### config.mk
export PLATFORM = sky130hd
export DESIGN_NAME = floor_zone_decode
export DESIGN_NICKNAME = d
export VERILOG_FILES = /design/src/rtl/elevator_pkg.sv /design/src/rtl/floor_zone_decode.sv
export SDC_FILE = /design/constraint.sdc
export NUM_CORES = 1
export LEC_CHECK = 0
export BUFFER_PORTS_ARGS = -buffer_cell sky130_fd_sc_hd__clkbuf_2
export CAP_MARGIN = 20
export CORE_AREA = 2 2 39 41
export DETAILED_ROUTE_END_ITERATION = 8
export DIE_AREA = 0 0 41 43
export GPL_TIMING_DRIVEN = 1
export MAX_ROUTING_LAYER = met4
export PLACE_DENSITY_LB_ADDON = 0.2
export SYNTH_ARGS = -nofsm -noshare
export SYNTH_HDL_FRONTEND = slang
export SYNTH_SLANG_ARGS = --single-unit
### constraint.sdc
create_clock -name vclk -period 1.1
set_clock_uncertainty 0.05 [all_clocks]
set_input_delay 0.165 -clock vclk [all_inputs]
set_output_delay 0.165 -clock vclk [all_outputs]
set_load 0.05 [all_outputs]
### src/rtl/elevator_pkg.sv
// Shared encodings for the elevator car plant: landing count, motor commands,
// fault codes and car FSM states.
package elevator_pkg;

    localparam int unsigned FLOORS = 6;

    localparam logic [1:0] AC_IDLE    = 2'b00;
    localparam logic [1:0] AC_UP      = 2'b01;
    localparam logic [1:0] AC_DOWN    = 2'b10;
    localparam logic [1:0] AC_ILLEGAL = 2'b11;

    localparam logic [2:0] FLT_NONE       = 3'd0;
    localparam logic [2:0] FLT_DOOR       = 3'd1;
    localparam logic [2:0] FLT_ILLEGAL    = 3'd2;
    localparam logic [2:0] FLT_OVERTRAVEL = 3'd3;
    localparam logic [2:0] FLT_REVERSAL   = 3'd4;

    localparam logic [2:0] ST_STOP   = 3'd0;
    localparam logic [2:0] ST_START  = 3'd1;
    localparam logic [2:0] ST_RUN_UP = 3'd2;
    localparam logic [2:0] ST_RUN_DN = 3'd3;
    localparam logic [2:0] ST_FAULT  = 3'd4;

endpackage

### src/rtl/floor_zone_decode.sv
// Maps the car position (landing below + ticks above it) to one-hot landing
// sensors; a sensor is lit only within ZONE ticks of its landing.
module floor_zone_decode
    import elevator_pkg::*;
#(
    parameter int unsigned TRAVEL_TICKS = 20,
    parameter int unsigned ZONE = 2,
    localparam int unsigned OFF_W = $clog2(TRAVEL_TICKS)
) (
    input  logic [2:0]        floor_idx,
    input  logic [OFF_W-1:0]  offset,
    output logic [FLOORS-1:0] sensors
);

    localparam logic [OFF_W-1:0] ZONE_LO   = OFF_W'(ZONE);
    localparam logic [OFF_W-1:0] ZONE_HI   = OFF_W'(TRAVEL_TICKS - ZONE);
    localparam logic [2:0]       TOP_FLOOR = 3'(FLOORS - 1);

    always_comb begin
        sensors = '0;
        if (offset <= ZONE_LO) begin
            sensors = FLOORS'(1) << floor_idx;
        end else if (offset >= ZONE_HI && floor_idx < TOP_FLOOR) begin
            sensors = FLOORS'(2) << floor_idx;
        end
    end

endmodule

# After elaboration in Yosys (flattened, before gate mapping)

Cells that the tools add are included.

Register bits after elaboration: 0
Bits in latches: 0
Memory bits (writable): 0
ROM bits: 0
Bits of input ports: 8
Output and inout port bits: 6
Logic and storage cells: 8
Memories: 0

Add/sub/neg operators: 0
Multiply operators: 0
Div/mod/pow operators: 0
$lt $le $gt $ge: 3
Eq/ne operators: 0
Shifts and indexed selects: 2
Mux-type cells: 2
Bitwise gates (word level): 0
Reduce and logical (&&, ||, !) cells: 1

Operators by type and width:

| operator                                             | number |
|---|---|
| 2-to-1 mux 6 bit                                     | 2 |
| << shifter 1 x 3 -> 6 bit (first input constant)     | 1 |
| << shifter 2 x 3 -> 6 bit (first input constant)     | 1 |
| >= comparator 5 bit (second input constant)          | 1 |
| <= comparator 5 x 2 -> 1 bit (second input constant) | 1 |
| < comparator 3 bit (second input constant)           | 1 |
| logical AND 1 bit                                    | 1 |

# Longest topological paths before layout

Depth in word-level cells: 4
Mapped depth: 3
Depth with buffers taken out: 3

# Worst setup path before layout

OpenSTA, ideal clock, no wires.

Kind: in2out
Start point: in offset[0]
End point: out sensors[3]
Arrival time: 1733 ps
Data required time: 885 ps
Slack: -848 ps
Stages: 3
Path buffers: 0
Cell sequence: a211oi_2 > a22oi_2 > nor3b_1

Longest elaborated chain between the ends: 4
Elaborated cells on any way between the ends: 5
Classes of those cells: order compare (2); mux (2); reduce/logical (1)

Ends and longest elaborated chain:

| item                | line                    | source |
|---|---|---|
| from (decl)         | floor_zone_decode.sv:11 | `input logic [OFF_W-1:0] offset,` |
| >= comparator 5 bit | floor_zone_decode.sv:23 | `end else if (offset >= ZONE_HI && floor_idx < TOP_FLOOR) begin` |
| logical AND 1 bit   | floor_zone_decode.sv:23 |  |
| 2-to-1 mux 6 bit    | floor_zone_decode.sv:23 |  |
| 2-to-1 mux 6 bit *  | floor_zone_decode.sv:21 | `if (offset <= ZONE_LO) begin` |
| to (decl)           | floor_zone_decode.sv:12 | `output logic [FLOORS-1:0] sensors` |

Every way passes the cells marked *; elsewhere a longest branch is shown, timed or not.

# Worst setup path after layout

Start point: in offset[2]
End point: out sensors[3]

Same word-level chain as after synthesis.

==> run_results.csv <==
group,metric,value,unit
run_status,outcome,"finished, violations left",
run_status,violations,"negative setup slack",
cts,postCtsHoldBufs,0,
timing,slew_headroom,0.842,
detailed_routing,postRouteAntennaNets,0,
detailed_routing,routed_via_density,4.02,
timing,worst_hold_slack,0.703,ns
detailed_routing,wl_per_cell,8.95,µm
placement,io_buffer_count,14,
global_route,grt_start_max_net_pins,7,
floorplan,ioPinCount,14,
layout,area_growth,298,%
timing,final.min_clock_period,1.40,ns
layout,nFillCells,143,
power_and_ir_drop,p_leak,0.000181,µW
setup_path,required,0.88,ns
layout,final_area,458,µm²
layout,nFlopsAndLatches,0,
yosys,synthCells,17,
setup_path,cp_max_fo,3,
floorplan,fp.dieW,41,µm
floorplan,rows,14,
layout,final_nets,49,
global_route,track_usage,0.0544,
timing,setup_viol_count_final,6,
timing,finalSetupTns,-1.65,ns
layout,final_common_cell,"buf_8",
yosys,yosys_warnings,0,
detailed_routing,dr_wl_met2,253,µm
layout,seq_area,0,µm²
yosys,ys_seq_area_frac,0,
yosys,syn_area,115,µm²
setup_path,startpoint_type,"input pin",
placement,placed_area,339,µm²
setup_path,crit_type,"in2out",
detailed_routing,routed-wl-met3,59,µm
yosys,yosysUniqueCellTypes,14,
detailed_routing,firstDrtPassIters,2,
layout,clock_buffers,0,
detailed_routing,highest_layer,"met3",
timing,maxSlewViolCount,0,
global_route,grt_pass1_vias,188,
layout,n_antenna_cell,0,
placement,gp_congestion,0.616,
placement,detailed_place_hpwl,421,µm
global_route,antenna_found_initial,0,
setup_path,worst-endpoint-arrival,1.18,ns
floorplan,coreArea,1380,µm²
layout,final_cells,55,
yosys,syn_nets,25,
power_and_ir_drop,ir_drop,0.174,mV
global_route,overflow,0,
floorplan,initial_core_util,0.0832,
floorplan,die_h,43,µm
detailed_routing,drc,0,
global_route,grt_pass1_wl,717,µm
detailed_routing,drt-initial-drc-count,2,
power_and_ir_drop,powerDensity,358,nW/µm²
timing,final.setup.worst_slack,-0.297,ns
timing,worst_pin_slew,0.237,ns
timing,rsz0062_at_grt,"yes",
job,drv_cap,0,
floorplan,dieArea,1760,µm²
detailed_routing,met1_length,179,µm
detailed_routing,num_vias,221,
layout,layout-drive-gt1-share,0.872,
detailed_routing,drt_wl_total,492,µm
hold_path,min_path_type,"in2out",
timing,max_freq,716,MHz
timing,post-route-period-util,1.27,
placement,place_inst,54,
timing,hold_violations,0,
layout,final_cell_mix,"buf_8 (7), clkbuf_2 (6), buf_4 (5)",
yosys,postSynthAreaPerCell,6.77,µm²
setup_path,crit_path_end_kind,"primary output",
where the power goes:
part	leakage, µW	switching [µW]	total [µW]	internal, µW
clock network	0	0	0	0
registers	0	0	0	0
logic	0.000181	83.0	164	80.9
through the flow:
| stage | setup slack [ns] | power, µW | utilization |
|---|---|---|---|
| after global routing | -0.343 | 173 | 0.331 |
| after global placement | -0.365 | 127 | 0.245 |
| after floorplan | -0.219 | 59.7 | - |
| after CTS | -0.305 | 142 | 0.288 |
| final | -0.297 | 164 | 0.331 |
| after detailed placement | -0.396 | 128 | 0.245 |
worst paths after layout:
path                         start         end  slack, ns  cells after the start
worst min-delay path  floor_idx[1]  sensors[2]       0.70                      4
worst max-delay path     offset[2]  sensors[3]      -0.30                      6
what timing repair did:
action                                  in CTS  in global routing
gates resized for setup                     14                 19
buffers inserted                             0                  1
endpoints found under the setup margin       6                  6
pin swaps                                    0                  7
hold endpoints to repair                     0                  0
worst max-delay path, stage by stage:
cell and delay (ns):
buf_6 0.10, or3_4 0.39, a22oi_2 0.18, buf_6 0.15, nor3b_4 0.05, buf_8 0.14
cell usage after synthesis (all sizes together):
cell | number | area, µm²
nor2 | 2 | 7.51
nor2b | 2 | 12.5
nor3 | 2 | 10.0
a211oi | 1 | 12.5
a21oi | 1 | 5.00
a22oi | 1 | 12.5
nand2 | 1 | 3.75
nand2b | 1 | 6.26
nand3 | 1 | 5.00
nand4 | 1 | 6.26
nand4b | 1 | 8.76
nor3b | 1 | 7.51
o22ai | 1 | 6.26
or3 | 1 | 11.3
cells by family (layout without fill, tap and decap cells):
family | after synthesis | after routing | share of synthesized area
AOI/OAI and AO/OA | 4 | 4 | 0.315
buffers and inverters | 0 | 22 | 0
and+or+nand+nor | 13 | 13 | 0.685
layout make-up:
cell class,instances,area [µm²],share of cell area
tap,16,20.0,0.0437
multi-input combinational,17,211,0.462
timing repair buffer,22,226,0.495
metal layers:
| layer | global-route usage | vias to the layer above |
|---|---|---|
| met3 | 0 | 0 |
| met4 | 0 | 0 |
| met2 | 0.0906 | 13 |
| li1 | - | 113 |
| met5 | - | - |
| met1 | 0.0767 | 95 |
No activity file was read; power rests on OpenSTA's default activity.
